===== config.mk =====
export PLATFORM = sky130hd
export DESIGN_NAME = brent_kung_sweep_flat
export DESIGN_NICKNAME = d
export VERILOG_FILES = /design/src/rtl/brent_kung_sweep_if.sv /design/src/rtl/brent_kung_sweep.sv /design/src/flat_wrapper.sv
export SDC_FILE = /design/constraint.sdc
export NUM_CORES = 1
export LEC_CHECK = 0
export BUFFER_PORTS_ARGS = -buffer_cell sky130_fd_sc_hd__buf_2
export CORE_MARGIN = 8
export CORE_UTILIZATION = 38
export DETAILED_ROUTE_END_ITERATION = 10
export GPL_TIMING_DRIVEN = 0
export MAX_ROUTING_LAYER = met4
export PLACE_DENSITY = 0.59
export SETUP_SLACK_MARGIN = 0.2
export SLEW_MARGIN = 40
export SYNTH_ARGS = -nofsm -noshare
export SYNTH_HDL_FRONTEND = slang
export SYNTH_SLANG_ARGS = --single-unit

===== constraint.sdc =====
create_clock -name clk -period 8 [get_ports clk]
set_input_delay 1.6 -clock clk [delete_from_list [all_inputs] [get_ports clk]]
set_output_delay 1.6 -clock clk [all_outputs]
set_load 0.01 [all_outputs]

===== src/rtl/brent_kung_sweep_if.sv =====
// Operand/sum bus between the sweep engine and the adder under test.
//   master (sweep engine): drives a_out/b_out, receives sum_in
//   slave  (adder)       : receives a_out/b_out, drives sum_in
interface brent_kung_sweep_if #(
  parameter int unsigned WIDTH = 4
);
  logic [WIDTH-1:0] a_out;
  logic [WIDTH-1:0] b_out;
  logic [WIDTH:0]   sum_in;

  modport master (output a_out, output b_out, input sum_in);
  modport slave  (input a_out, input b_out, output sum_in);
endinterface


===== src/rtl/brent_kung_sweep.sv =====
// On-chip stimulus generator and response checker for the brent_kung adder.
// Sweeps every (a, b) operand pair, waits SETTLE cycles per vector, then
// compares the adder sum with a+b and records mismatches.
//
// Ports:
//   clk, rst    clock and synchronous active-high reset
//   start       level-sampled sweep request (ignored while busy)
//   adder       operand/sum bus (master side): a_out, b_out -> adder, sum_in <- adder
//   busy        sweep in progress
//   done        sweep finished; held until next start or reset
//   pass        done with zero mismatches
//   err_count   saturating mismatch count
//   fail_valid  fail_a/fail_b hold the first mismatching operand pair
//   fail_a/b    operands of the first mismatch
//
// Optional build macro BRENT_KUNG_SWEEP_INJECT_EN adds input 'inject', which
// flips bit 0 of the expected sum during CHECK to self-test the comparator.
module brent_kung_sweep #(
  parameter int unsigned WIDTH  = 4,
  parameter int unsigned SETTLE = 2
) (
  input  logic                 clk,
  input  logic                 rst,
  input  logic                 start,
`ifdef BRENT_KUNG_SWEEP_INJECT_EN
  input  logic                 inject,
`endif
  brent_kung_sweep_if.master   adder,
  output logic                 busy,
  output logic                 done,
  output logic                 pass,
  output logic [7:0]           err_count,
  output logic                 fail_valid,
  output logic [WIDTH-1:0]     fail_a,
  output logic [WIDTH-1:0]     fail_b
);

  localparam int unsigned CNT_W = 4;
  localparam int unsigned ERR_W = 8;
  localparam logic [WIDTH-1:0] VEC_MAX = '1;
  localparam logic [ERR_W-1:0] ERR_MAX = '1;

  typedef enum logic [1:0] {
    IDLE  = 2'd0,
    APPLY = 2'd1,
    CHECK = 2'd2,
    DONE  = 2'd3
  } state_t;

  state_t           state_q, state_d;
  logic [WIDTH-1:0] a_q, a_d;
  logic [WIDTH-1:0] b_q, b_d;
  logic [CNT_W-1:0] cnt_q, cnt_d;
  logic [ERR_W-1:0] err_q, err_d;
  logic             fv_q, fv_d;
  logic [WIDTH-1:0] fa_q, fa_d;
  logic [WIDTH-1:0] fb_q, fb_d;
  logic             busy_q, busy_d;
  logic             done_q, done_d;
  logic             pass_q, pass_d;

  logic [WIDTH:0]   exp_c;
  logic             mismatch_c;

  // Reference sum, full WIDTH+1 bits so the carry is checked too
  always_comb begin
    exp_c = {1'b0, a_q} + {1'b0, b_q};
`ifdef BRENT_KUNG_SWEEP_INJECT_EN
    if (inject) begin
      exp_c[0] = ~exp_c[0];
    end
`endif
    mismatch_c = (adder.sum_in != exp_c);
  end

  // Next-state and output logic
  always_comb begin
    state_d = state_q;
    a_d     = a_q;
    b_d     = b_q;
    cnt_d   = cnt_q;
    err_d   = err_q;
    fv_d    = fv_q;
    fa_d    = fa_q;
    fb_d    = fb_q;

    case (state_q)
      IDLE, DONE: begin
        if (start) begin
          state_d = APPLY;
          a_d     = '0;
          b_d     = '0;
          cnt_d   = '0;
          err_d   = '0;
          fv_d    = 1'b0;
          fa_d    = '0;
          fb_d    = '0;
        end
      end
      APPLY: begin
        // Hold the vector for SETTLE cycles before sampling
        if (cnt_q == CNT_W'(SETTLE - 1)) begin
          state_d = CHECK;
        end else begin
          cnt_d = cnt_q + CNT_W'(1);
        end
      end
      CHECK: begin
        if (mismatch_c) begin
          if (err_q != ERR_MAX) begin
            err_d = err_q + ERR_W'(1);
          end
          // Only the first failure is captured
          if (!fv_q) begin
            fv_d = 1'b1;
            fa_d = a_q;
            fb_d = b_q;
          end
        end
        // Final vector stays on the bus once the sweep ends
        if ((a_q == VEC_MAX) && (b_q == VEC_MAX)) begin
          state_d = DONE;
        end else begin
          state_d = APPLY;
          cnt_d   = '0;
          b_d     = b_q + WIDTH'(1);
          if (b_q == VEC_MAX) begin
            a_d = a_q + WIDTH'(1);
          end
        end
      end
      default: state_d = IDLE;
    endcase

    busy_d = (state_d == APPLY) || (state_d == CHECK);
    done_d = (state_d == DONE);
    pass_d = done_d && (err_d == '0);
  end

  // State and output registers
  always_ff @(posedge clk) begin
    if (rst) begin
      state_q <= IDLE;
      a_q     <= '0;
      b_q     <= '0;
      cnt_q   <= '0;
      err_q   <= '0;
      fv_q    <= 1'b0;
      fa_q    <= '0;
      fb_q    <= '0;
      busy_q  <= 1'b0;
      done_q  <= 1'b0;
      pass_q  <= 1'b0;
    end else begin
      state_q <= state_d;
      a_q     <= a_d;
      b_q     <= b_d;
      cnt_q   <= cnt_d;
      err_q   <= err_d;
      fv_q    <= fv_d;
      fa_q    <= fa_d;
      fb_q    <= fb_d;
      busy_q  <= busy_d;
      done_q  <= done_d;
      pass_q  <= pass_d;
    end
  end

  assign adder.a_out = a_q;
  assign adder.b_out = b_q;
  assign busy        = busy_q;
  assign done        = done_q;
  assign pass        = pass_q;
  assign err_count   = err_q;
  assign fail_valid  = fv_q;
  assign fail_a      = fa_q;
  assign fail_b      = fb_q;

endmodule


===== src/flat_wrapper.sv =====
// flat-port wrapper written by rule: the top's interface ports become plain ports
module brent_kung_sweep_flat 
#(
  parameter int unsigned WIDTH  = 4,
  parameter int unsigned SETTLE = 2
)
  (clk, rst, start, busy, done, pass, err_count, fail_valid, fail_a, fail_b, adder_a_out, adder_b_out, adder_sum_in);
  brent_kung_sweep_if #(.WIDTH(WIDTH)) adder_i ();
  input  logic clk;
  input  logic rst;
  input  logic start;
  output logic busy;
  output logic done;
  output logic pass;
  output logic [7:0] err_count;
  output logic fail_valid;
  output logic [WIDTH-1:0] fail_a;
  output logic [WIDTH-1:0] fail_b;
  output wire logic [$bits(adder_i.a_out)-1:0] adder_a_out;
  output wire logic [$bits(adder_i.b_out)-1:0] adder_b_out;
  input wire logic [$bits(adder_i.sum_in)-1:0] adder_sum_in;
  assign adder_a_out = adder_i.a_out;
  assign adder_b_out = adder_i.b_out;
  assign adder_i.sum_in = adder_sum_in;
  brent_kung_sweep #(.WIDTH(WIDTH), .SETTLE(SETTLE)) u_core (.clk(clk), .rst(rst), .start(start), .adder(adder_i), .busy(busy), .done(done), .pass(pass), .err_count(err_count), .fail_valid(fail_valid), .fail_a(fail_a), .fail_b(fail_b));
endmodule

==> results of run 1 <==
final timing paths:
kind,end,cells past startpoint,start,slack [ns]
min reg2reg,u_core.fail_b[3],2,u_core.fail_b[3],0.45
max,u_core.pass,8,adder_sum_in[2],4.61
min,u_core.fail_b[3],2,u_core.fail_b[3],0.45
max reg2reg,u_core.pass,9,u_core.adder.a_out[0],4.90
worst max-delay path, cell delays in order:
cell       delay [ns]
buf_2            0.11
xnor2_2          0.13
xnor2_1          0.15
nor4_2           0.54
a21oi_1          0.18
a221oi_1         0.44
nand4bb_1        0.19
nor4_2           0.27
report_power, final:
part | leakage (nW) | total (W) | switching [W] | internal (W)
logic | 0.602 | 0.0000498 | 0.0000337 | 0.0000161
registers | 0.275 | 0.000175 | 0.00000243 | 0.000172
clock network | 0.0504 | 0.000163 | 0.0000703 | 0.0000927
stage by stage:
stage	instances	cell area (µm²)	setup slack, ns	util [%]	power (W)
global placement	338	2190	4.267	43.71	0.0002286
global route	346	2303	4.374	45.98	0.0004072
detailed placement	338	2190	4.288	43.71	0.0002282
floorplan	233	1927	4.753	-	0.0002133
CTS	346	2303	4.568	45.98	0.0003925
finish	346	2303	4.609	45.98	0.0003876
layout make-up:
class                   instances  share of cell area, %
multi-input cells             186                  51.98
flip-flops and latches         34                  29.55
inverters                       7                  1.141
clock inverters                 3                  1.955
clock buffers                   5                  2.988
plain buffers                   6                 0.9777
repair buffers                 35                  7.605
well taps                      70                  3.802
routing by layer:
layer | vias to the layer above | track usage [%] | routed length, µm
met3 | 6 | 4.057 | 294
li1 | 937 | - | -
met1 | 848 | 16.78 | 2354
met5 | - | - | 0
met2 | 65 | 21.10 | 2173
met4 | 0 | 5.156 | 59
flip-flops by register name (all words and copies together) (netlist names):
signal and cells:
u_core.adder.a_out 4, u_core.adder.b_out 4, u_core.busy 1, u_core.cnt_q 4, u_core.done 1, u_core.err_count 8, u_core.fail_a 4, u_core.fail_b 4
u_core.fail_valid 1, u_core.pass 1, u_core.state_q 2
Yosys cell counts (2+ instances only):
master,count,area (µm²)
dfxtp_1,34,680.7
a21oi_1,26,130.1
nor2_1,25,93.84
nand2_1,23,86.33
nand4_1,13,81.33
ha_1,12,150.1
nand3_1,11,55.05
inv_1,7,26.28
nor2b_1,7,43.79
clkbuf_1,6,22.52
nor3_1,6,30.03
o21ai_0,5,25.02
xnor2_1,5,43.79
a31oi_1,4,25.02
a21o_1,3,22.52
a221oi_1,3,26.28
a22oi_1,3,22.52
or3_1,3,18.77
a21oi_2,2,17.52
and3_1,2,12.51
nor4_2,2,25.02
o211ai_1,2,15.01
kinds of logic after synthesis:
logic type / Yosys count / synth area share [%]
AOI/OAI and AO/OA: 59 / 19.74
xor gates and xnor gates: 8 / 4.416
adders and majority gates: 13 / 8.831
buffers and inverters: 13 / 2.533
DFF: 34 / 35.32
muxes: 1 / 0.5195
and+or+nand+nor: 105 / 28.64
==> reports/results.tsv, run 1 <==
stage	metric	value	unit
outcome	status	finished, final reports clean	
grt	grt_usage	13.81	%
worst_setup_path	timing_worst_setup_path_type	input port to flop	
finish	final_cell_mix	35 x buf_2, 34 x dfxtp_1, 26 x a21oi_1, 25 x nor2_1, 23 x nand2_1	
detailed_routing	num_vias	1856	
sta	setup_viol	0	
finish	final_common_cell	buf_2	
grt	grt_pass1_vias	1712	
cts	clockBufferDepth	2	
cts	cts_resized	0	
finish	seqCellArea	680.7	µm²
cts	post-cts-setup-buffers	0	
grt	antenna_found_initial	0	
cts	cts_root_buffer	clkbuf_8	
worst_setup_path	required	8.21	ns
place	gp_congestion	0.8754	
power_and_ir_drop	leakage	0.9268	nW
floorplanning	rows	26	
sta	rsz0062_at_grt	no	
sta	setup-tns-final	0	ns
logic_synthesis	synth_edf_count	0	
floorplanning	ios	36	
cts	htreeDepth	2	
cts	cts_tree	done	
logic_synthesis	syn_area_per_cell	8.270	µm²
detailed_routing	via_per_inst	5.364	
min_path	hold_class	flop to flop	
floorplanning	initial_core_util	38.46	%
detailed_routing	first_iter_violations	171	
logic_synthesis	ys_seq_area_share	35.32	%
logic_synthesis	synth_warnings	0	
sta	fin_crit_sh	42.38	%
finish	antenna_cells	0	
finish	nets	296	
detailed_routing	ant_nets	0	
grt	grt_max_degree	13	
floorplanning	core	5010	µm²
logic_synthesis	syn_area	1927	µm²
finish	syn_to_final_growth	19.55	%
finish	n_fill_cell	534	
logic_synthesis	async_flop_share	0	%
floorplanning	dieArea	7606	µm²
sta	hold_viol_final	0	
sta	slew-limit-headroom	57.60	%
logic_synthesis	ys_ff_latch	34	
sta	fin_crit	3.391	ns
detailed_routing	dr.pass1.iters	4	
finish	multi_input_area	1197	µm²
floorplanning	die_w	87.21	µm
cts	cts_hold_buf	0	
logic_synthesis	syn_inst	233	
sta	skew	0.007437	ns
logic_synthesis	synth_fp_nets	254	
detailed_routing	wire_per_inst	14.10	µm
worst_setup_path	cp-start-kind	input port	
place	port-buffer-count	35	
sta	holdWs	0.4510	ns
cts	numCtsBuffers	5	
finish	drive_above_1_share	20.65	%
worst_setup_path	crit_fanout	5	
floorplanning	die_y	87.21	µm
sta	maxSlewViolCount	0	
cts	cts.sinks	34	
worst_setup_path	cp-end-kind	flop	
place	hpwl	3692	µm
sta	fmax	0.2949	GHz
grt	overflow	0	
cts	insertion_delay	0.30	ns
power_and_ir_drop	p_per_area	168.3	nW/µm²
power_and_ir_drop	peakVddDrop	0.09080	mV
logic_synthesis	synthFlopType	dfxtp_1	
logic_synthesis	ys_types	51	
detailed_routing	wl	4880	µm
cts	clkSlewWorstSetupHoldPaths	0.08	ns
worst_setup_path	worstPathArrival	3.60	ns
sta	tightest_slew	0.6337	ns
flow_run	maxCapViolations	0	
grt	grt_pass1_wl	8100	µm
detailed_routing	drc_errors	0	
Note: power is estimated with default switching activity, not from simulation.
==> run 2, diff against run 1 <==
PLACE_DENSITY = 0.61   (was 0.59)
clock period = 3.1 ns   (was 8 ns; I/O delays follow)
==> run 2 against run 1 <==
  * Total power is 140% higher
  * Worst hold slack better by 0.0025 ns
  * Clock skew is 0.00069 ns lower
  * Design area is 1.6% higher
  * Sequential cell count stayed put
  * Critical path depth stayed put
  * Core utilization is 0.72 points higher
  * Largest cell class unchanged
==> reports/results.tsv, run 2 (synthesis gave the netlist of run 1 again) <==
stage	metric	value	unit
outcome	status	finished, final reports clean	
cts	clkSlewWorstSetupHoldPaths	0.07	ns
finish	nets	298	
place	hpwl	3847	µm
finish	syn_to_final_growth	21.43	%
sta	fmax	0.3698	GHz
grt	overflow	0	
floorplanning	die_w	87.21	µm
floorplanning	rows	26	
place	gp_congestion	0.8391	
sta	hold_viol_final	0	
place	dp.cells	338	
grt	grt_pass1_wl	8556	µm
detailed_routing	wire_per_inst	14.39	µm
sta	slew-limit-headroom	54.69	%
sta	fin_crit_sh	87.24	%
cts	insertion_delay	0.28	ns
cts	cts_tree	done	
worst_setup_path	crit_family	simple AND/OR/NAND/NOR gates	
floorplanning	core	5010	µm²
grt	grt_usage	14.44	%
cts	clockBufferDepth	2	
detailed_routing	drc_errors	0	
worst_setup_path	crit_path_cell_trace	ha_1 > xor2_1 > and3_2 > or4_4 > o21ai_4 > nor2_1 > o32a_1 > nor4_2	
finish	final_cell_mix	35 x buf_2, 31 x dfxtp_1, 26 x a21oi_1, 25 x nor2_1, 23 x nand2_1	
place	dpl_worst_slack	0.08211	ns
grt	grt_pass1_vias	1817	
detailed_routing	via_per_inst	5.348	
finish	seqCellArea	689.4	µm²
flow_run	maxCapViolations	0	
min_path	hold_class	flop to flop	
worst_setup_path	cp_num_buf_inv	0	
finish	stdcell_area	2340	µm²
detailed_routing	wl	5006	µm
finish	drive_above_1_share	24.10	%
detailed_routing	dr.pass1.iters	4	
finish	final_cells	348	
place	place_area	2190	µm²
power_and_ir_drop	leakage	0.9502	nW
sta	tightest_slew	0.6772	ns
sta	setup_viol	0	
grt	antenna_found_initial	0	
sta	fin_crit	2.704	ns
worst_setup_path	timing_worst_setup_path_type	flop to flop	
sta	rsz0062_at_grt	no	
power_and_ir_drop	peakVddDrop	0.1809	mV
sta	setup-tns-final	0	ns
floorplanning	die_y	87.21	µm
grt	grt_max_degree	11	
floorplanning	dieArea	7606	µm²
cts	cts_hold_buf	0	
finish	final_common_cell	buf_2	
sta	maxSlewViolCount	0	
power_and_ir_drop	p_total	0.0009169	W
cts	cts_root_buffer	clkbuf_8	
sta	skew	0.006748	ns
worst_setup_path	slowest_delay	0.58	ns
floorplanning	initial_core_util	38.46	%
finish	n_fill_cell	557	
cts	numCtsBuffers	5	
sta	worst_slack	0.3956	ns
worst_setup_path	required	3.30	ns
worst_setup_path	crit_fanout	7	
cts	htreeDepth	2	
worst_setup_path	cp-start-kind	flop	
worst_setup_path	worstPathArrival	2.91	ns
detailed_routing	first_iter_violations	97	
worst_setup_path	cpMaxStageDelayCell	or4_4	
detailed_routing	num_vias	1861	
power_and_ir_drop	p_per_area	391.9	nW/µm²
finish	multi_input_area	1231	µm²
place	port-buffer-count	35	
floorplanning	ios	36	
detailed_routing	ant_nets	0	
cts	cts.sinks	34	
finish	largest_reg_flops	8	
finish	antenna_cells	0	
worst_setup_path	cp-end-kind	flop	
run 2: cell count changes in the layout (fill, tap and decap cells not counted), sizes merged:
cell / previous run / this run
bufinv: 1 / 0
buf: 35 / 37
clkinv: 0 / 1
clkbuf: 11 / 13
clkinvlp: 2 / 0
run 2: worst reg2reg max path, stage by stage, from the launching register on:
cell	delay (ns)
dfxtp_1	0.48
ha_1	0.31
xor2_1	0.16
and3_2	0.24
or4_4	0.58
o21ai_4	0.21
nor2_1	0.09
o32a_1	0.31
nor4_2	0.24
run 2: layout make-up:
type,count,share of cell area [%]
plain buffers,6,1.016
clock buffers,7,3.690
clock inverters,1,0.2139
inverters,7,1.123
multi-input cells,186,52.62
flip-flops and latches,34,29.47
well taps,70,3.743
repair buffers,37,8.128
run 2: worst paths after layout:
path                                       startpoint          endpoint  slack [ns]  depth (start not counted)
worst max-delay path            u_core.adder.b_out[3]       u_core.pass        0.40                          8
worst min-delay path                 u_core.fail_a[1]  u_core.fail_a[1]        0.45                          2
worst max register to register  u_core.adder.b_out[3]       u_core.pass        0.40                          8
worst min register to register       u_core.fail_a[1]  u_core.fail_a[1]        0.45                          2
run 2: routing by layer:
metal	wire length, µm	track usage (%)	part of all wire, %	up-vias
met1	2397	17.49	48	860
li1	-	-	-	955
met2	2335	22.76	47	38
met3	192	3.491	3.8	8
met4	80	5.156	1.6	0
met5	0	-	0	-
run 2: per-stage QoR:
| stage | hold WS (ns) | util, % |
|---|---|---|
| after CTS | 0.4551 | 45.75 |
| final | 0.4535 | 46.70 |
| after floorplan | 0.4618 | - |
| after detailed placement | 0.4449 | 43.71 |
| after global placement | 0.4390 | 43.71 |
| after global routing | 0.4735 | 46.70 |
run 2: power breakdown:
part	internal [W]	leakage (nW)	switching, W
Sequential	0.000443	0.277	0.00000591
Combinational	0.0000435	0.625	0.0000880
Clock	0.000179	0.0482	0.000157
run 2: repair_timing:
action / in CTS / in global routing
resized for setup: 3 / 10
pin swaps: 0 / 3
setup endpoints to repair: 9 / 9
buffers inserted: 0 / 2
==> run 3, diff against run 2 <==
MAX_ROUTING_LAYER = default   (was met4)
==> run 3 against run 2 <==
  * Largest cell class unchanged
  * Total power hardly changed
  * Non-clock buffer count down 2
  * First-iteration DRC count increased by 20%
==> reports/results.tsv, run 3 (synthesis gave the netlist of run 1 again) <==
stage	metric	value	unit
sta	slew-limit-headroom	58.11	%
finish	drive_above_1_share	22.10	%
finish	stdcell_area	2303	µm²
worst_setup_path	worstPathArrival	3.04	ns
grt	grt_usage	13.17	%
sta	fmax	0.3509	GHz
finish	final_common_cell	buf_2	
sta	setup_viol	0	
detailed_routing	drc_errors	0	
finish	syn_to_final_growth	19.55	%
place	dpl_worst_slack	0.04271	ns
finish	largest_reg_flops	8	
floorplanning	die_y	87.21	µm
grt	antenna_found_initial	0	
grt	overflow	0	
finish	nets	296	
detailed_routing	via_per_inst	5.321	
cts	cts.sinks	34	
detailed_routing	num_vias	1841	
place	hpwl	3730	µm
detailed_routing	first_iter_violations	116	
place	place_area	2190	µm²
grt	grt_pass1_wl	8197	µm
place	port-buffer-count	35	
detailed_routing	dr_wl_met2	2240	µm
cts	clkSlewWorstSetupHoldPaths	0.07	ns
finish	antenna_cells	0	
worst_setup_path	r2r_slack	0.25	ns
cts	cts_tree	done	
cts	numCtsBuffers	5	
worst_setup_path	cp-end-kind	flop	
cts	htreeDepth	2	
worst_setup_path	cp_num_buf_inv	0	
outcome	status	finished, final reports clean	
detailed_routing	ant_nets	0	
floorplanning	rows	26	
floorplanning	die_w	87.21	µm
worst_setup_path	crit_path_cell_trace	ha_1 > fa_1 > xnor2_1 > nand2_1 > or4_4 > o21ai_4 > nor2_1 > o32a_1 > nor4_2	
detailed_routing	top_layer_used	met4	
place	gp_congestion	0.8117	
min_path	hold_class	flop to flop	
finish	final_cell_mix	35 x buf_2, 32 x dfxtp_1, 26 x a21oi_1, 25 x nor2_1, 23 x nand2_1	
sta	maxSlewViolCount	0	
detailed_routing	wire_per_inst	14.33	µm
sta	tightest_slew	0.6261	ns
cts	insertion_delay	0.27	ns
worst_setup_path	required	3.29	ns
detailed_routing	wl	4957	µm
cts	post-cts-setup-buffers	0	
detailed_routing	dr.pass1.iters	4	
sta	hold_viol_final	0	
grt	grt_pass1_vias	1765	
finish	post-route-util	45.98	%
detailed_routing	wl_met1	2458	µm
sta	fin_crit	2.850	ns
power_and_ir_drop	peakVddDrop	0.3042	mV
sta	holdWs	0.4537	ns
detailed_routing	wl_met3	218	µm
power_and_ir_drop	p_per_area	398.0	nW/µm²
floorplanning	core	5010	µm²
floorplanning	initial_core_util	38.46	%
sta	fin_crit_sh	91.93	%
grt	grt_max_degree	11	
cts	clockBufferDepth	2	
sta	skew	0.009255	ns
sta	worst_slack	0.2501	ns
floorplanning	dieArea	7606	µm²
worst_setup_path	crit_family	simple AND/OR/NAND/NOR gates	
worst_setup_path	slowest_delay	0.60	ns
sta	rsz0062_at_grt	yes	
flow_run	maxCapViolations	0	
cts	cts_root_buffer	clkbuf_8	
floorplanning	ios	36	
sta	setup-tns-final	0	ns
power_and_ir_drop	leakage	0.9339	nW
finish	n_fill_cell	552	
worst_setup_path	crit_fanout	7	
worst_setup_path	cp-start-kind	flop	
worst_setup_path	timing_worst_setup_path_type	flop to flop	
worst_setup_path	cpMaxStageDelayCell	or4_4	
run 3: cell count changes in the layout (fill, tap and decap cells not counted):
| cell | before | now |
|---|---|---|
| buf_4 | 2 | 0 |
| dfxtp_4 | 2 | 0 |
| dfxtp_1 | 31 | 32 |
| dfxtp_2 | 1 | 2 |
| ha_1 | 11 | 12 |
| ha_2 | 1 | 0 |
| nand3_1 | 10 | 11 |
| nand3_2 | 1 | 0 |
| xnor2_1 | 4 | 5 |
| xnor2_2 | 2 | 1 |
run 3: worst paths after layout:
path / start / end / depth (start not counted)
max: u_core.adder.b_out[0] / u_core.pass / 9
min: u_core.fail_b[3] / u_core.fail_b[3] / 2
max reg2reg: u_core.adder.b_out[0] / u_core.pass / 9
min reg2reg: u_core.fail_b[3] / u_core.fail_b[3] / 2
run 3: worst min-delay path, delay by kind of cell, from the launching register on:
kind	cells	cell delay (ns)
flops	1	0.31
compound gates	1	0.05
simple gates	1	0.05
run 3: final cells by class:
| class | instances | area, µm² | share of cell area (%) |
|---|---|---|---|
| timing repair buffer | 35 | 175.2 | 7.605 |
| sequential | 34 | 683.2 | 29.66 |
| inverter | 7 | 26.28 | 1.141 |
| tap | 70 | 87.58 | 3.802 |
| clock inverter | 1 | 5.005 | 0.2173 |
| clock buffer | 7 | 86.33 | 3.748 |
| buffer | 6 | 23.77 | 1.032 |
| multi-input combinational | 186 | 1216 | 52.80 |
run 3: power by group:
part           internal (W)  switching [W]  leakage, nW
Clock              0.000179       0.000157       0.0482
Combinational     0.0000426      0.0000872        0.610
Sequential         0.000445     0.00000598        0.276
run 3: metrics by stage:
stage	power, W	std cells
floorplan	0.0005505	233
finish	0.0009168	346
detailed placement	0.0005878	338
global route	0.0009604	346
CTS	0.0009287	346
global placement	0.0005894	338
run 3: layer usage:
| metal | GRT usage [%] | up-vias |
|---|---|---|
| met5 | 0 | - |
| met4 | 4.063 | 0 |
| met3 | 2.830 | 4 |
| met2 | 21.44 | 42 |
| met1 | 16.80 | 859 |
| li1 | - | 936 |
run 3: timing repair:
item / CTS / global route
hold buffers: 0 / 0
cloned: 0 / 0
resized for setup: 4 / 3
setup endpoints to repair: 9 / 9
